### config.mk
export PLATFORM = sky130hd
export DESIGN_NAME = alu_arbiter
export DESIGN_NICKNAME = d
export VERILOG_FILES = /design/src/rtl/alu_arb_pkg.sv /design/src/rtl/alu_arbiter_rr_pick.sv /design/src/rtl/alu_arbiter.sv
export SDC_FILE = /design/constraint.sdc
export NUM_CORES = 1
export LEC_CHECK = 0
export BUFFER_PORTS_ARGS = -buffer_cell sky130_fd_sc_hd__buf_4
export CAP_MARGIN = 10
export CORE_MARGIN = 2
export CORE_UTILIZATION = 39
export DETAILED_ROUTE_END_ITERATION = 8
export GPL_TIMING_DRIVEN = 0
export MAX_ROUTING_LAYER = met4
export PLACE_DENSITY = 0.79
export RECOVER_POWER = 25
export SLEW_MARGIN = 40
export SYNTH_ARGS = -nofsm -noshare
export SYNTH_HDL_FRONTEND = slang
export SYNTH_HIERARCHICAL = 1
export SYNTH_SLANG_ARGS = --single-unit
### constraint.sdc
create_clock -name clk -period 2.5 [get_ports clk]
set_clock_uncertainty 0.05 [all_clocks]
set_input_delay 0.125 -clock clk [delete_from_list [all_inputs] [get_ports clk]]
set_output_delay 0.125 -clock clk [all_outputs]
set_load 0.01 [all_outputs]
### src/rtl/alu_arb_pkg.sv
// Shared constants for the ALU arbiter: FSM state encodings, ALU op codes,
// default timeout and the grant-index width helper.
package alu_arb_pkg;

  localparam logic [1:0] ST_IDLE  = 2'd0;
  localparam logic [1:0] ST_ISSUE = 2'd1;
  localparam logic [1:0] ST_WAIT  = 2'd2;
  localparam logic [1:0] ST_RESP  = 2'd3;

  localparam logic [4:0] OP_AND  = 5'b00000;
  localparam logic [4:0] OP_OR   = 5'b00001;
  localparam logic [4:0] OP_XOR  = 5'b00010;
  localparam logic [4:0] OP_SLL  = 5'b00011;
  localparam logic [4:0] OP_SRL  = 5'b00100;
  localparam logic [4:0] OP_SRA  = 5'b00101;
  localparam logic [4:0] OP_ADD  = 5'b00110;
  localparam logic [4:0] OP_SUB  = 5'b00111;
  localparam logic [4:0] OP_FMUL = 5'b01000;

  localparam int unsigned DEFAULT_TIMEOUT = 1024;

  // Grant index width; never narrower than one bit.
  function automatic int unsigned idx_width(int unsigned n);
    return (n > 2) ? $clog2(n) : 1;
  endfunction

endpackage

### src/rtl/alu_arbiter_rr_pick.sv
// Combinational round-robin pick: first asserted request at or after ptr,
// wrapping modulo NUM_REQ.
module rr_pick
  import alu_arb_pkg::*;
#(
  parameter int unsigned NUM_REQ = 2,
  parameter int unsigned GW      = idx_width(NUM_REQ)
) (
  input  logic [NUM_REQ-1:0] req,
  input  logic [GW-1:0]      ptr,
  output logic [NUM_REQ-1:0] grant,
  output logic [GW-1:0]      idx,
  output logic               any
);

  // Offsets are scanned in priority order; the modulo keeps the search inside
  // 0..NUM_REQ-1 for non-power-of-two requester counts.
  always_comb begin
    grant = '0;
    idx   = '0;
    any   = 1'b0;
    for (int unsigned k = 0; k < NUM_REQ; k++) begin
      for (int unsigned j = 0; j < NUM_REQ; j++) begin
        if (!any && req[j] && (j == ((32'(ptr) + k) % NUM_REQ))) begin
          grant[j] = 1'b1;
          idx      = GW'(j);
          any      = 1'b1;
        end
      end
    end
  end

endmodule

### src/rtl/alu_arbiter.sv
// Round-robin arbiter/sequencer sharing one ALU between NUM_REQ requesters:
// accept, issue, wait for valid_alu (with timeout), respond.
module alu_arbiter
  import alu_arb_pkg::*;
#(
  parameter int unsigned NUM_REQ = 2,
  parameter int unsigned WIDTH   = 32,
  parameter int unsigned TIMEOUT = DEFAULT_TIMEOUT
) (
  input  logic                     clk,
  input  logic                     rst,
  input  logic [NUM_REQ-1:0]       req_valid,
  output logic [NUM_REQ-1:0]       req_ready,
  input  logic [5*NUM_REQ-1:0]     req_op,
  input  logic [WIDTH*NUM_REQ-1:0] req_a,
  input  logic [WIDTH*NUM_REQ-1:0] req_b,
  input  logic [NUM_REQ-1:0]       req_rs1_signed,
  input  logic [NUM_REQ-1:0]       req_rs2_signed,
  input  logic [NUM_REQ-1:0]       req_fp,
  output logic [NUM_REQ-1:0]       resp_valid,
  output logic [WIDTH-1:0]         resp_result,
  output logic                     resp_error,
  output logic                     resp_timeout,
  output logic                     start_alu,
  output logic [WIDTH-1:0]         A,
  output logic [WIDTH-1:0]         B,
  output logic [4:0]               op,
  output logic                     rs1_signed,
  output logic                     rs2_signed,
  output logic                     operation_ieee754_or_integer,
  input  logic                     busy_alu,
  input  logic                     valid_alu,
  input  logic                     error_alu,
  input  logic [WIDTH-1:0]         result
);

  localparam int unsigned GW = idx_width(NUM_REQ);
  localparam int unsigned CW = $clog2(TIMEOUT) + 1;
  localparam logic [CW-1:0] CNT_LAST = CW'(TIMEOUT - 1);

  logic [1:0]         state;
  logic [GW-1:0]      rr_ptr;
  logic [GW-1:0]      grant;
  logic [CW-1:0]      cnt;

  logic [NUM_REQ-1:0] pick_onehot;
  logic [GW-1:0]      pick_idx;
  logic               pick_any;

  logic [4:0]         sel_op;
  logic [WIDTH-1:0]   sel_a;
  logic [WIDTH-1:0]   sel_b;
  logic               sel_s1;
  logic               sel_s2;
  logic               sel_fp;

  // ALU busy is status only; sequencing relies solely on valid_alu.
  logic               unused_busy;
  assign unused_busy = busy_alu;

  rr_pick #(
    .NUM_REQ(NUM_REQ),
    .GW     (GW)
  ) u_pick (
    .req  (req_valid),
    .ptr  (rr_ptr),
    .grant(pick_onehot),
    .idx  (pick_idx),
    .any  (pick_any)
  );

  always_comb begin
    sel_op = '0;
    sel_a  = '0;
    sel_b  = '0;
    sel_s1 = 1'b0;
    sel_s2 = 1'b0;
    sel_fp = 1'b0;
    for (int unsigned i = 0; i < NUM_REQ; i++) begin
      if (pick_idx == GW'(i)) begin
        sel_op = req_op[5*i +: 5];
        sel_a  = req_a[WIDTH*i +: WIDTH];
        sel_b  = req_b[WIDTH*i +: WIDTH];
        sel_s1 = req_rs1_signed[i];
        sel_s2 = req_rs2_signed[i];
        sel_fp = req_fp[i];
      end
    end
  end

  assign req_ready = (state == ST_IDLE) ? pick_onehot : '0;
  assign start_alu = (state == ST_ISSUE);

  always_comb begin
    resp_valid = '0;
    if (state == ST_RESP) resp_valid[grant] = 1'b1;
  end

  // Operand registers are loaded only on accept, so they stay stable from
  // ISSUE through RESP for multi-beat ALU ops.
  always_ff @(posedge clk) begin
    if (rst) begin
      state                        <= ST_IDLE;
      rr_ptr                       <= '0;
      grant                        <= '0;
      cnt                          <= '0;
      A                            <= '0;
      B                            <= '0;
      op                           <= '0;
      rs1_signed                   <= 1'b0;
      rs2_signed                   <= 1'b0;
      operation_ieee754_or_integer <= 1'b0;
      resp_result                  <= '0;
      resp_error                   <= 1'b0;
      resp_timeout                 <= 1'b0;
    end else begin
      case (state)
        ST_IDLE: begin
          if (pick_any) begin
            grant                        <= pick_idx;
            A                            <= sel_a;
            B                            <= sel_b;
            op                           <= sel_op;
            rs1_signed                   <= sel_s1;
            rs2_signed                   <= sel_s2;
            operation_ieee754_or_integer <= sel_fp;
            state                        <= ST_ISSUE;
          end
        end
        ST_ISSUE: begin
          cnt   <= '0;
          state <= ST_WAIT;
        end
        ST_WAIT: begin
          if (cnt != '1) cnt <= cnt + 1'b1;
          if (valid_alu) begin
            resp_result  <= result;
            resp_error   <= error_alu;
            resp_timeout <= 1'b0;
            state        <= ST_RESP;
          end else if (cnt == CNT_LAST) begin
            resp_result  <= '0;
            resp_error   <= 1'b1;
            resp_timeout <= 1'b1;
            state        <= ST_RESP;
          end
        end
        ST_RESP: begin
          rr_ptr <= (grant == GW'(NUM_REQ - 1)) ? '0 : grant + 1'b1;
          state  <= ST_IDLE;
        end
        default: state <= ST_IDLE;
      endcase
    end
  end

endmodule

* Word-level counts from Yosys, hierarchy flattened *
Index checks and enable logic that the tools add are counted.

word-level totals
  output and inout bits = 111
  bits in registers = 121
  input bits = 183

cells by class
  magnitude comparators = 2
  $add $sub $neg = 3
  muxes and demuxes = 31
  eq/ne operators = 8
  reductions and logical operators = 20

operators by type and width
  kind                   count
  $mux 32                4
  $logic_not 32->1       2
  $pmux 11 s2            1
  $mux 1                 17
  $add 11x1->11 const B  1
  $eq 11x10->1 const B   1
  $mux 11                1
  $ne 11x11->1 const B   1
  $mux 2                 5
  $logic_and 1x1->1      8
  $pmux 2 s4             1
  $reduce_and 2->1       4
  $mux 5                 1
  $eq 2x2->1 const B     2
  $ne 2x2->1 const B     2
  $reduce_bool 2->1      2
  $logic_not 1->1        3
  $ne 3x3->1 const B     1
  $add 1x1->1 const B    2
  $eq 2x1->1 const B     1
  $logic_not 2->1        1
  $lt 1x2->1 const B     1
  $demux 1 s1            1
  $ge 1x1->1 const B     1

* Depth between registers and ports, before layout *
  depth in word-level cells = 17
  depth in mapped cells = 8

* Modules after synthesis *
The synthesis kept the hierarchy.

by module, submodules not included
  module       cells each  sequential area each (um2)  area each (um2)  times used
  alu_arbiter  509         2422.3                      5129.9           1
  rr_pick      5           0.0                         32.5             1

* Worst setup path after synthesis *
No wires, ideal clock.

  path kind = flip-flop to flip-flop
  start = reg state[0]
  end = reg cnt[7]
  cell stages (with the launch flop) = 8
  library setup time = 0.095 ns
  path slack = 0.806 ns
  arrival = 1.549 ns
  path buffers = 1
  path through = dfxtp_1 > inv_1 > ha_1 > buf_6 > inv_1 > or3_1 > or4_1 > o311ai_1

between the ends
  word-level cells in the longest chain between the ends = 3

ends and longest elaborated chain
  what                                                              line                text
  from (decl)                                                       alu_arbiter.sv:41   logic [1:0] state;
  from (signal assigned)                                            alu_arbiter.sv:103  state <= ST_IDLE;
  from (signal assigned)                                            alu_arbiter.sv:127  state <= ST_ISSUE;
  from (signal assigned)                                            alu_arbiter.sv:132  state <= ST_WAIT;
  $eq 2x2->1 / $eq 2x1->1 (equally long branches)                   alu_arbiter.sv:117  case (state)
  $ne 2x2->1 (no line) / $reduce_bool 2->1 (equally long branches)  -
  $reduce_and 2->1 (no line)                                        -
  to (signal assigned)                                              alu_arbiter.sv:135  if (cnt != '1) cnt <= cnt + 1'b1;
  to (decl)                                                         alu_arbiter.sv:44   logic [CW-1:0] cnt;

Parallel ways exist; a longest one is shown, timed or not.
A chain may end at the register's enable or synchronous reset.

* Final worst setup path *
  start = reg state[0]
  end = reg resp_result[24]

between the ends
  word-level cells in the longest chain between the ends = 2

ends and longest elaborated chain
  what                        line                text
  $eq 2x2->1                  alu_arbiter.sv:117
  $reduce_and 2->1 (no line)  -
  to (signal assigned)        alu_arbiter.sv:137  resp_result <= result;
  to (decl)                   alu_arbiter.sv:21   output logic [WIDTH-1:0] resp_result,

Every way passes these cells.

==> summary.txt <==
Final Non-Filler Cells: 1,048
fin crit share: 0.793
Slew Limit Fails: 0
largest net degree at the start of global routing: 17
max cap viols: 0
WL per Instance: 16.2 um
Yosys Warn Count: 6
LEAKAGE: 3.59 nW
cell count after placement: 982
combinational fraction of design power: 0.356
most common cell after layout, fill and taps aside: buf_4
Mapped Nets: 703
vias in the first global route: 5,255
Post-CTS Setup Bufs: 0
maximum clock frequency: 0.505 GHz
status: complete, no violations
Initial DRC Count: 226
Req. time, crit path: 2.79 ns
Internal Pwr Total: 5.23 mW
initial core utilization: 0.395
post-cts resize count: 0
P&R area growth vs syn: 60.2%
die area: 0.0142 mm2
DIE HEIGHT: 119 um
Post-synth EDFFs: 0
buffers plus inverters on the worst setup path: 3
setup TNS: 0 ns
Max clock buf depth: 2
worst ir drop on vdd: 500 uV
share of cells above drive strength 1: 0.341
PwrDens: 961 mW/mm2
gr ovfl total: 0
Core Region: 0.0131 mm2
actual slew at the worst max-slew pin: 0.622 ns
CTS tree: built
post-synth cell types: 49
clock sinks: 121
PortBufs: 292
GRT Total Usage: 0.246
worst path cell trace: inv_1 > ha_1 > buf_6 > nand2_1 > nor2_1 > clkbuf_1 > a22o_1
CP Max Fanout: 10
GPL Wtd Cong: 0.832
Slew HR: 0.585
CP max stage delay: 0.49 ns
H-Tree Level Count: 4
most frequent cells in the layout: buf_4, dfxtp_1, nor2_1, clkbuf_1, a211oi_1
via/cell ratio: 4.95
DRC: 0
CTS Root Cell: clkbuf_16
antenna violations before repair: 0
slowest CP cell: clkbuf_1
WP data arrival: 2.27 ns
Final setup viols: 0
via count: 5,185
ys flop type: dfxtp_1
switching power: 2.71 mW
clk slew on worst S/H paths: 0.05 ns
crit end category: register
ant diodes: 0
asr flop ratio synth: 0
Sw Share: 0.342
dpl hpwl: 12.3 mm
nets@finish: 1,048
final worst path period need: 1.98 ns
Fill cells: 1,111
DIE WIDTH: 119 um
post-synthesis sequential area ratio: 0.469
Seq pwr share: 0.352
synthesized flop and latch total: 121
crit-path leading delay family: buffers and inverters
Hold Violations, Final: 0
Mean Syn Cell Area: 10.0 um2
final wirelength: 16.9 mm
WS Path Type: reg -> reg
# hold bufs at CTS: 34
FP Rows: 42
first drt pass iteration count: 4
global-route wire length before repair: 26.9 mm
clock share of power: 0.292
Routed Antenna Nets: 0
Critical Path Source Type: register
Hold Path Class: in -> reg
Mapped Cells: 514
worst skew pair latency: 0.40 ns
Synth Cell Area: 0.00516 mm2
total CTS buffers: 17
Boundary Pins: 294
RSZ-0062 raised after global routing: false
[synth_stat cells, drive strengths merged (4+ instances only)]
| cell | instances | area [um2] |
|---|---|---|
| buf | 26 | 165 |
| a21oi | 11 | 66.3 |
| dfxtp | 121 | 2420 |
| clkbuf | 17 | 73.8 |
| and2 | 4 | 25.0 |
| nor2 | 79 | 297 |
| a22o | 32 | 280 |
| nand3 | 7 | 45.0 |
| a211oi | 75 | 563 |
| ha | 6 | 75.1 |
| or2 | 4 | 25.0 |
| nor3 | 5 | 25.0 |
| mux2i | 73 | 731 |
| nand2 | 7 | 26.3 |
| inv | 4 | 15.0 |
[worst min-delay path: cells and delay by family]
family	cells	cell delay [ns]
compound gates	1	0.08
buf+inv	1	0.11
mux	1	0.12
[logic make-up (layout without fill, tap and decap cells)]
kind of cell,count (synthesis),in the layout,share of synthesized area
AO/OA/AOI/OAI,135,135,0.202
XOR/XNOR,1,1,0.00170
adder cells (fa/ha/maj),6,6,0.0145
buffers and inverters,47,405,0.0492
flip-flops,121,121,0.469
multiplexers,73,73,0.142
AND/OR/NAND/NOR,131,131,0.122
[flip-flops by register name, indices dropped and copies added (netlist names), 2 cells and up]
| name | count |
|---|---|
| A | 32 |
| B | 32 |
| resp_result | 32 |
| cnt | 11 |
| op | 5 |
| state | 2 |
[power groups by stage]
stage	Clock (mW)	Sequential [mW]	Combinational, mW
2_1_floorplan	0	3.05	1.29
3_3_place_gp	0	2.81	3.00
3_5_place_dp	0	2.83	3.03
4_1_cts	2.35	2.79	3.08
5_1_grt	2.46	2.86	3.13
6_report	2.32	2.79	2.83
[area by class of cell]
| class | count | area (um2) | area share |
|---|---|---|---|
| timing repair buffer | 326 | 2310 | 0.280 |
| sequential | 121 | 2420 | 0.293 |
| buffer | 43 | 239 | 0.0289 |
| multi-input combinational | 346 | 2490 | 0.301 |
| clock buffer | 25 | 505 | 0.0611 |
| tap | 176 | 220 | 0.0266 |
| clock inverter | 7 | 65.1 | 0.00787 |
| inverter | 4 | 15.0 | 0.00182 |
[through the flow]
step	setup WS (ns)	util	instance area (um2)	hold slack (ns)	power (mW)
final	0.518	0.632	8270	0.0230	7.94
after CTS	0.503	0.648	8490	0.00422	8.23
after detailed placement	0.512	0.579	7570	0.297	5.86
after floorplan	0.806	-	5160	0.175	4.35
after global routing	0.290	0.632	8270	0.0229	8.45
after global placement	0.535	0.579	7570	0.292	5.81
[worst paths after layout]
kind	start	slack (ns)	endpoint	depth (start not counted)
hold reg to reg	resp_result[8]$_SDFFE_PP0P_	0.42	resp_result[8]$_SDFFE_PP0P_	1
setup / recovery	state[0]$_SDFFE_PP0P_	0.52	resp_result[24]$_SDFFE_PP0P_	7
hold / removal	req_b[3]	0.02	B[3]$_SDFFE_PP0P_	3
setup reg to reg	state[0]$_SDFFE_PP0P_	0.52	resp_result[24]$_SDFFE_PP0P_	7
[metal layers]
metal,up-vias,GRT usage,share of wire
li1,2591,-,-
met1,2347,0.283,0.42
met2,229,0.427,0.50
met3,18,0.0556,0.064
met4,0,0.0759,0.012
met5,-,-,0
Power figures use the tool's default switching activity.
